## config.mk

```make
export PLATFORM = sky130hd
export DESIGN_NAME = sram22_64x32_req_ctrl
export DESIGN_NICKNAME = d
export VERILOG_FILES = /design/src/rtl/sram22_ctrl_pkg.sv /design/src/rtl/sram22_rsp_fifo.sv /design/src/rtl/sram22_rsp_fifo_chk.sv /design/src/rtl/sram22_64x32_req_ctrl.sv
export SDC_FILE = /design/constraint.sdc
export NUM_CORES = 1
export LEC_CHECK = 0
export CORE_MARGIN = 2
export CORE_UTILIZATION = 38
export CTS_BUF_LIST = sky130_fd_sc_hd__clkbuf_16
export DETAILED_ROUTE_END_ITERATION = 6
export GPL_TIMING_DRIVEN = 0
export PLACE_DENSITY = 0.85
export SYNTH_ARGS = -nofsm -noshare
export SYNTH_HDL_FRONTEND = slang
export SYNTH_SLANG_ARGS = --single-unit
export TNS_END_PERCENT = 30
```

## constraint.sdc

```tcl
create_clock -name clk -period 2.35 [get_ports clk]
set_input_delay 0.5875 -clock clk [delete_from_list [all_inputs] [get_ports clk]]
set_output_delay 0.5875 -clock clk [all_outputs]
set_load 0.05 [all_outputs]
```

## src/rtl/sram22_ctrl_pkg.sv

```systemverilog
// ---------------------------------------------------------------------------
// sram22_ctrl_pkg
// Shared widths and types for the valid/ready front-end of the 64x32 SRAM22
// macro (m4 column mux, 8-bit write-mask granularity).
//   DATA_WIDTH  : macro word width
//   ADDR_WIDTH  : word address width (64 words)
//   WMASK_WIDTH : one enable per byte lane
// ---------------------------------------------------------------------------
package sram22_ctrl_pkg;

    localparam int DATA_WIDTH  = 32;
    localparam int ADDR_WIDTH  = 6;
    localparam int WMASK_WIDTH = DATA_WIDTH / 8;

    typedef logic [DATA_WIDTH-1:0] sram_word_t;

    typedef struct packed {
        logic                   we;
        logic [WMASK_WIDTH-1:0] wmask;
        logic [ADDR_WIDTH-1:0]  addr;
        sram_word_t             wdata;
    } sram_req_t;

    // Pointer width that stays at least one bit for a single-entry FIFO.
    function automatic int ptr_width(input int depth);
        return (depth > 1) ? $clog2(depth) : 1;
    endfunction

endpackage

```

## src/rtl/sram22_rsp_fifo.sv

```systemverilog
// ---------------------------------------------------------------------------
// sram22_rsp_fifo
// Response FIFO holding read data captured from the macro.  Depth need not
// be a power of two; pointers wrap explicitly at DEPTH.
//   clk, rst     : clock and asynchronous active-high reset (clears storage)
//   push_i       : write push_data_i at tail
//   pop_i        : consumer removes head (only meaningful when valid_o)
//   push_data_i  : data to enqueue
//   occ_o        : number of occupied entries
//   valid_o      : FIFO not empty
//   head_o       : data at head entry
// ---------------------------------------------------------------------------
module sram22_rsp_fifo
    import sram22_ctrl_pkg::*;
#(
    parameter int DEPTH = 2
) (
    input  logic                       clk,
    input  logic                       rst,
    input  logic                       push_i,
    input  logic                       pop_i,
    input  logic [DATA_WIDTH-1:0]      push_data_i,
    output logic [$clog2(DEPTH+1)-1:0] occ_o,
    output logic                       valid_o,
    output logic [DATA_WIDTH-1:0]      head_o
);

    localparam int PW = ptr_width(DEPTH);
    localparam int OW = $clog2(DEPTH + 1);

    sram_word_t    mem_q [DEPTH];
    logic [PW-1:0] wr_ptr_q;
    logic [PW-1:0] rd_ptr_q;
    logic [OW-1:0] occ_q;
    logic [OW-1:0] occ_d;

    function automatic logic [PW-1:0] next_ptr(input logic [PW-1:0] p);
        if (p == PW'(DEPTH - 1)) begin
            return '0;
        end else begin
            return p + PW'(1);
        end
    endfunction

    // Occupancy update; simultaneous push and pop leaves it unchanged.
    always_comb begin
        occ_d = occ_q;
        case ({push_i, pop_i})
            2'b10:   occ_d = occ_q + OW'(1);
            2'b01:   occ_d = occ_q - OW'(1);
            default: occ_d = occ_q;
        endcase
    end

    // Storage, pointers and occupancy registers.
    always_ff @(posedge clk or posedge rst) begin
        if (rst) begin
            for (int i = 0; i < DEPTH; i++) begin
                mem_q[i] <= '0;
            end
            wr_ptr_q <= '0;
            rd_ptr_q <= '0;
            occ_q    <= '0;
        end else begin
            if (push_i) begin
                mem_q[wr_ptr_q] <= push_data_i;
                wr_ptr_q        <= next_ptr(wr_ptr_q);
            end
            if (pop_i) begin
                rd_ptr_q <= next_ptr(rd_ptr_q);
            end
            occ_q <= occ_d;
        end
    end

    assign occ_o   = occ_q;
    assign valid_o = (occ_q != OW'(0));
    assign head_o  = mem_q[rd_ptr_q];

    sram22_rsp_fifo_chk #(.DEPTH(DEPTH)) u_chk (
        .clk    (clk),
        .rst    (rst),
        .push_i (push_i),
        .occ_i  (occ_q)
    );

endmodule

```

## src/rtl/sram22_rsp_fifo_chk.sv

```systemverilog
// ---------------------------------------------------------------------------
// sram22_rsp_fifo_chk
// Property checker for the response FIFO: a push while every entry is
// occupied would overwrite unread data and must never happen.
//   clk, rst : clock and asynchronous active-high reset
//   push_i   : FIFO write strobe
//   occ_i    : current FIFO occupancy
// ---------------------------------------------------------------------------
module sram22_rsp_fifo_chk #(
    parameter int DEPTH = 2
) (
    input logic                         clk,
    input logic                         rst,
    input logic                         push_i,
    input logic [$clog2(DEPTH+1)-1:0]   occ_i
);

    // Flag any push that would land on a full FIFO.
    a_no_push_full: assert property (@(posedge clk) disable iff (rst)
        !(push_i && (occ_i == ($clog2(DEPTH+1))'(DEPTH))))
        else $error("response FIFO push while full");

endmodule

```

## src/rtl/sram22_64x32_req_ctrl.sv

```systemverilog
// ---------------------------------------------------------------------------
// sram22_64x32_req_ctrl
// Valid/ready request front-end for the 64x32 SRAM22 macro.  Requests drive
// the macro's single port directly; read data returning one cycle after the
// read edge is captured into a response FIFO.  Writes produce no response.
// Optional feature macro: SRAM_CTRL_STATS_EN adds saturating read, write and
// stall counters (stat_rd_cnt, stat_wr_cnt, stat_stall_cnt).
//   clk, rst                         : clock, async active-high reset
//   req_valid/ready/we/wmask/addr/wdata : request channel
//   rsp_valid/ready/rdata            : read response channel (FIFO head)
//   sram_we/wmask/addr/din, sram_dout : macro port
// ---------------------------------------------------------------------------
module sram22_64x32_req_ctrl
    import sram22_ctrl_pkg::*;
#(
    parameter int RSP_DEPTH = 2
) (
    input  logic                   clk,
    input  logic                   rst,
    input  logic                   req_valid,
    output logic                   req_ready,
    input  logic                   req_we,
    input  logic [WMASK_WIDTH-1:0] req_wmask,
    input  logic [ADDR_WIDTH-1:0]  req_addr,
    input  logic [DATA_WIDTH-1:0]  req_wdata,
    output logic                   rsp_valid,
    input  logic                   rsp_ready,
    output logic [DATA_WIDTH-1:0]  rsp_rdata,
    output logic                   sram_we,
    output logic [WMASK_WIDTH-1:0] sram_wmask,
    output logic [ADDR_WIDTH-1:0]  sram_addr,
    output logic [DATA_WIDTH-1:0]  sram_din,
    input  logic [DATA_WIDTH-1:0]  sram_dout
`ifdef SRAM_CTRL_STATS_EN
    ,
    output logic [15:0]            stat_rd_cnt,
    output logic [15:0]            stat_wr_cnt,
    output logic [15:0]            stat_stall_cnt
`endif
);

    localparam int OW = $clog2(RSP_DEPTH + 1);
    localparam int CW = OW + 1;

    sram_req_t     req_s;
    logic [OW-1:0] occ_s;
    logic [CW-1:0] credit_s;
    logic          fire_s;
    logic          pop_s;
    logic          inflight_q;
    logic          inflight_d;

    assign req_s = '{we: req_we, wmask: req_wmask, addr: req_addr, wdata: req_wdata};

    // Macro address/data/mask follow the request every cycle; idle cycles
    // therefore perform a harmless read whose data is never captured.
    assign sram_addr  = req_s.addr;
    assign sram_din   = req_s.wdata;
    assign sram_wmask = req_s.wmask;
    assign sram_we    = fire_s & req_s.we & ~rst;

    assign pop_s  = rsp_valid & rsp_ready;
    assign fire_s = req_valid & req_ready;

    // Credit: entries held plus the read in flight, less the entry leaving
    // this cycle, must leave room.  Depends on rsp_ready combinationally so
    // a full FIFO being drained still accepts a request in the same cycle.
    always_comb begin
        credit_s  = CW'(occ_s) + CW'(inflight_q) - CW'(pop_s);
        req_ready = ~rst & (credit_s < CW'(RSP_DEPTH));
    end

    // A read fired this cycle makes macro dout valid next cycle.
    always_comb begin
        if (fire_s && !req_s.we) begin
            inflight_d = 1'b1;
        end else begin
            inflight_d = 1'b0;
        end
    end

    // In-flight flag; cleared by reset so a pending read is discarded.
    always_ff @(posedge clk or posedge rst) begin
        if (rst) begin
            inflight_q <= 1'b0;
        end else begin
            inflight_q <= inflight_d;
        end
    end

    sram22_rsp_fifo #(.DEPTH(RSP_DEPTH)) u_rsp_fifo (
        .clk         (clk),
        .rst         (rst),
        .push_i      (inflight_q),
        .pop_i       (pop_s),
        .push_data_i (sram_dout),
        .occ_o       (occ_s),
        .valid_o     (rsp_valid),
        .head_o      (rsp_rdata)
    );

`ifdef SRAM_CTRL_STATS_EN
    logic [15:0] rd_cnt_q;
    logic [15:0] wr_cnt_q;
    logic [15:0] stall_cnt_q;

    function automatic logic [15:0] sat_inc(input logic [15:0] v, input logic en);
        if (en && (v != 16'hFFFF)) begin
            return v + 16'd1;
        end else begin
            return v;
        end
    endfunction

    // Saturating activity counters.
    always_ff @(posedge clk or posedge rst) begin
        if (rst) begin
            rd_cnt_q    <= 16'd0;
            wr_cnt_q    <= 16'd0;
            stall_cnt_q <= 16'd0;
        end else begin
            rd_cnt_q    <= sat_inc(rd_cnt_q, fire_s & ~req_s.we);
            wr_cnt_q    <= sat_inc(wr_cnt_q, fire_s & req_s.we);
            stall_cnt_q <= sat_inc(stall_cnt_q, req_valid & ~req_ready);
        end
    end

    assign stat_rd_cnt    = rd_cnt_q;
    assign stat_wr_cnt    = wr_cnt_q;
    assign stat_stall_cnt = stall_cnt_q;
`endif

endmodule
```

Word-level counts from Yosys, hierarchy flattened --
Cells that the tools add are included.
Cells by class: add/sub/neg operators 6, order comparisons 4, eq/ne operators 2, multiplexer cells 10, bitwise gates (word level) 8, reduce and logical (&&, ||, !) cells 5
Operators with widths (number):
- 2-to-1 mux 32 bit | 4
- bitwise mux 64 bit | 1
- demux 32 bit (select 1 bit) | 1
- bitwise AND 1 bit | 5
- >= comparator 2 bit (second input constant) | 2
- inverter 1 -> 2 bit | 2
- one-hot mux 2 bit (2 select lines) | 1
- nonzero test 2 bit | 2
- adder 2 x 1 -> 3 bit | 1
- less-than comparator 3 x 2 -> 1 bit (second input constant) | 1
- 2-to-1 mux 1 bit | 3
- subtractor 3 x 1 -> 3 bit | 1
- adder 1 bit (second input constant) | 2
- adder 2 x 1 -> 2 bit (second input constant) | 1
- equality test 2 x 1 -> 1 bit (second input constant) | 1
- equality test 2 bit (second input constant) | 1
- logical AND 1 bit | 2
- less-than comparator 2 x 1 -> 1 bit (second input constant) | 1
- subtractor 2 x 1 -> 2 bit (second input constant) | 1
- zero test 1 bit | 1
- inverter 1 bit | 1
Word-level totals: register bits after elaboration 69, input port bits 79, output and inout bits 77, logic and storage cells 41

Depth between registers and ports, before layout --
depth after elaboration 8, depth in mapped cells 6

Hierarchy --
Synthesis repeated with hierarchy kept, for this count alone.
Second synthesis, totals: cells, all modules 242, area, all modules 3527.1 µm²
By module, submodules not included:
- sram22_rsp_fifo | instances 1, cells each 187, area an instance 3088.0 µm²
- sram22_64x32_req_ctrl | instances 1, cells each 55, area an instance 439.2 µm²

Least setup slack after synthesis --
OpenSTA, ideal clock, no wires.
kind input port to output port, from input rsp_ready, to output sram_we, arrival time 3.124 ns, setup slack -1.361 ns, stages on the path 6, cell sequence nand2_1 -> mux2i_1 -> nand2_1 -> fa_1 -> xor2_1 -> nor4b_1
Between the ends: word-level cells in the longest chain between the ends 7
RTL lines:
- start, declared | RTL line sram22_64x32_req_ctrl.sv:27 | input logic rsp_ready,
- bitwise AND 1 bit | RTL line sram22_64x32_req_ctrl.sv:62 | assign pop_s = rsp_valid & rsp_ready;
- subtractor 3 x 1 -> 3 bit | RTL line sram22_64x32_req_ctrl.sv:69 | credit_s = CW'(occ_s) + CW'(inflight_q) - CW'(pop_s);
- less-than comparator 3 x 2 -> 1 bit | RTL line sram22_64x32_req_ctrl.sv:70 | req_ready = ~rst & (credit_s < CW'(RSP_DEPTH));
- bitwise AND 1 bit | RTL line sram22_64x32_req_ctrl.sv:70
- bitwise AND 1 bit | RTL line sram22_64x32_req_ctrl.sv:63 | assign fire_s = req_valid & req_ready;
- bitwise AND 1 bit (2 in a row) | RTL line sram22_64x32_req_ctrl.sv:60 | assign sram_we = fire_s & req_s.we & ~rst;
- end, declared | RTL line sram22_64x32_req_ctrl.sv:29 | output logic sram_we,
Every way passes these cells.

Worst setup path in the final report --
from register u_rsp_fifo.occ_q[0], in the netlist u_rsp_fifo.occ_o[0], to output sram_we
Between the ends: word-level cells in the longest chain between the ends 8
RTL lines:
- start, declared | RTL line sram22_rsp_fifo.sv:34 | logic [OW-1:0] occ_q;
- start signal, assigned | RTL line sram22_rsp_fifo.sv:63 | occ_q <= '0;
- start signal, assigned | RTL line sram22_rsp_fifo.sv:72 | occ_q <= occ_d;
- parallel branches: the longest is 2 deep, another holds adder 2 x 1 -> 3 bit
- subtractor 3 x 1 -> 3 bit * | RTL line sram22_64x32_req_ctrl.sv:69
- less-than comparator 3 x 2 -> 1 bit * | RTL line sram22_64x32_req_ctrl.sv:70
- bitwise AND 1 bit * | RTL line sram22_64x32_req_ctrl.sv:70
- bitwise AND 1 bit * | RTL line sram22_64x32_req_ctrl.sv:63
- bitwise AND 1 bit * (2 in a row) | RTL line sram22_64x32_req_ctrl.sv:60
Every way passes the cells marked *.

==> flow_summary_export.csv <==
group,metric,value,unit
clock_tree,ctsHoldBuffers,0,
setup_path,critPathCaptureType,"output pin",
timing,rsz0062_at_grt,"yes",
cells_and_area,design_area,5130,um^2
setup_path,path_cells,"mux2i_2 -> nand2_1 -> fa_2 -> nand2_2 -> nor4b_4 -> buf_6",
pwr,leakagePower,2.37,nW
placement,placed_area,4850,um^2
setup_path,r2r-start,"u_rsp_fifo.occ_o[0]$_DFFE_PP0P_",
global_routing,antenna_found_initial,0,
synthesis,syn_avg_cell_area,14.5,um^2
worst_hold_path,hp-class,"reg -> reg",
timing,hold_viol_final,0,
clock_tree,clock_sinks,69,
synthesis,syn_area,3520,um^2
route,antenna_left,0,
die,die-area,10000,um^2
global_routing,track_usage,0.156,
pwr,p_sw_frac,0.436,
setup_path,crit_slowest_cell,"fa_2",
cells_and_area,fillers,781,
clock_tree,clk_transition_reported_paths,50,ps
setup_path,crit_arrival,2130,ps
cells_and_area,syn2layout_area_growth,45.8,%
synthesis,synthCells,243,
timing,tightest_slew,724,ps
timing,maxSlewHeadroom,0.516,
timing,fin_crit_sh,1.16,
setup_path,cpPeakStageDelay,540,ps
setup_path,start_kind,"flop",
pwr,p_comb_frac,0.552,
clock_tree,clock_latency,320,ps
timing,drv_slew,0,
placement,dp_hpwl,5540,um
pwr,seqPwrFrac,0.285,
pwr,p_per_area,1420,nW/um^2
outcome,status,"finished with violations",
outcome,violations,"negative setup slack",
route,drt_wl_total,7540,um
pwr,switching_power,0.00318,W
setup_path,worst-path-max-fanout,2,
timing,min_period,2720,ps
setup_path,crit_required,1760,ps
timing,postLayoutSetupSlackWorst,-370,ps
route,via_per_inst,4.68,
setup_path,r2r_setup_slack,620,ps
pwr,irDropWorstVdd,897,uV
setup_path,path_buf_inv,1,
global_routing,grt_overflow,0,
clock_tree,cts_tree,"done",
global_routing,grt_pass1_vias,2458,
route,vias,2283,
die,rows,35,
timing,fin_skew,3.18,ps
global_routing,grt_pass1_wl,12200,um
clock_tree,cts_root_buf,"clkbuf_16",
setup_path,crit_family,"adder cells",
die,core,9110,um^2
synthesis,yosysUniqueCellTypes,24,
placement,gp_congestion,0.749,
die,dieHeight,100,um
cells_and_area,post-route-util,0.563,
synthesis,yosysWarnings,0,
synthesis,synth_nets,323,
route,dr.pass1.iters,4,
cells_and_area,antenna_cells,0,
placement,io_buffer_count,113,
pwr,power_frac_clock,0.163,
clock_tree,clk_path_buf_depth,2,
pwr,p_int,0.00412,W
route,drc,0,
timing,holdWs,491,ps
die,die_w,100,um
setup_path,critPathKind,"reg -> out",
route,first_iter_violations,37,
die,initial_utilization,0.386,
timing,finalSetupViolCount,17,
clock_tree,cts_buffers,9,
cells_and_area,nets,452,
job,maxCapViolCount,0,
setup_path,crit_start,"u_rsp_fifo.occ_o[0]$_DFFE_PP0P_",
route,routedWlPerCell,15.4,um
cells_and_area,drive_above_1_share,0.517,
timing,fmax,0.368,GHz
pwr,p_total,0.00730,W
synthesis,seq_area_frac_synth,0.491,
worst_hold_path,min_from,"u_rsp_fifo.mem_q[23]$_DFFE_PP0P_",
global_routing,grt_max_degree,37,
clock_tree,h-tree-depth,3,
die,io-pin-count,156,
synthesis,synth-seq-cells,69,
cell usage in the layout, fill, tap and decap left out, drive strengths merged, types with 3 or more instances in the layout:
master          n
buf            63
clkbuf         16
clkdlybuf4s15   6
clkdlybuf4s50  77
clkinv          5
dfrtp          69
dlygate4sd2    19
mux2           96
nand2           5
xor2            3
synth_stat cells, drive strengths merged:
master | n | area (um^2)
nor4 | 1 | 6.26
nand2b | 2 | 12.5
nor2 | 1 | 3.75
dfrtp | 69 | 1730
nor3b | 1 | 7.51
nor3 | 1 | 5.00
nand2 | 5 | 21.3
and4 | 1 | 8.76
mux2i | 1 | 10.0
fa | 1 | 20.0
buf | 54 | 437
nor4b | 1 | 8.76
xnor2 | 1 | 8.76
inv | 2 | 7.51
a21oi | 2 | 10.0
mux2 | 96 | 1190
or2 | 1 | 6.26
xor2 | 3 | 26.3
power by group through the flow:
stage	combinational [W]	sequential, W	clock, W
after floorplan	0.00317	0.00198	0
after global placement	0.00425	0.00203	0
after detailed placement	0.00431	0.00209	0
after CTS	0.00408	0.00207	0.00123
after global routing	0.00423	0.00216	0.00129
final	0.00403	0.00208	0.00119
worst register-to-register path, cell delays in order, from the launching register on:
cell and delay [ps]:
dfrtp_1 380, mux2i_2 250, nand2_1 100, fa_2 390
xor2_4 220, nor4_1 280
flip-flops by register name, summed over array words and instances, names as in the netlist:
signal,flops
u_rsp_fifo.occ_o,2
u_rsp_fifo.mem_q,64
inflight_q,1
u_rsp_fifo.rd_ptr_q,1
u_rsp_fifo.wr_ptr_q,1
area by class of cell:
type                    instances  area, um^2  share of cell area
repair buffers                118        1120               0.219
inverters                       2        7.51             0.00146
well taps                     111         139              0.0271
clock inverters                 7        42.5             0.00829
flip-flops and latches         69        1730               0.337
multi-input cells             118        1410               0.274
plain buffers                  54         458              0.0893
clock buffers                   9         225              0.0439
logic make-up (layout without fill, tap and decap cells):
logic type                 Yosys count  after routing  synth area share
AOI/OAI and AO/OA                    2              2           0.00284
muxes                               97             97             0.342
xor gates and xnor gates             4              4           0.00996
and+or+nand+nor                     14             14            0.0228
buffers and inverters               56            190             0.126
DFF                                 69             69             0.491
adders and majority gates            1              1           0.00569
timing repair:
action | in CTS | in global routing
setup endpoints to repair | 35 | 29
endpoints found under the hold margin | 0 | 0
resized for setup | 81 | 14
pin swaps | 4 | 0
setup buffers | 3 | 1
layer usage:
layer | global-route usage | vias to the layer above | wire length [um] | part of all wire
li1 | - | 1057 | - | -
met1 | 0.192 | 1118 | 3070 | 0.41
met2 | 0.268 | 103 | 3890 | 0.52
met3 | 0.0494 | 5 | 523 | 0.069
met4 | 0.0379 | 0 | 53 | 0.0070
met5 | 0 | - | 0 | 0
path summary, 6_finish.rpt:
kind                                                     to  depth (start not counted)
max in group asynchronous  u_rsp_fifo.mem_q[25]$_DFFE_PP0P_                          3
min                        u_rsp_fifo.mem_q[23]$_DFFE_PP0P_                          1
min reg2reg                u_rsp_fifo.mem_q[23]$_DFFE_PP0P_                          1
max                                                 sram_we                          6
max reg2reg                            inflight_q$_DFF_PP0_                          5
min in group asynchronous              inflight_q$_DFF_PP0_                          2
per-stage QoR:
step,instances,setup WS (ps),setup TNS [ps]
finish,488,-370,-886
global route,488,-466,-2160
CTS,487,-407,-2610
detailed placement,468,-1500,-6390
global placement,467,-1430,-91340
floorplan,243,-386,-588
Power figures use the tool's default switching activity.
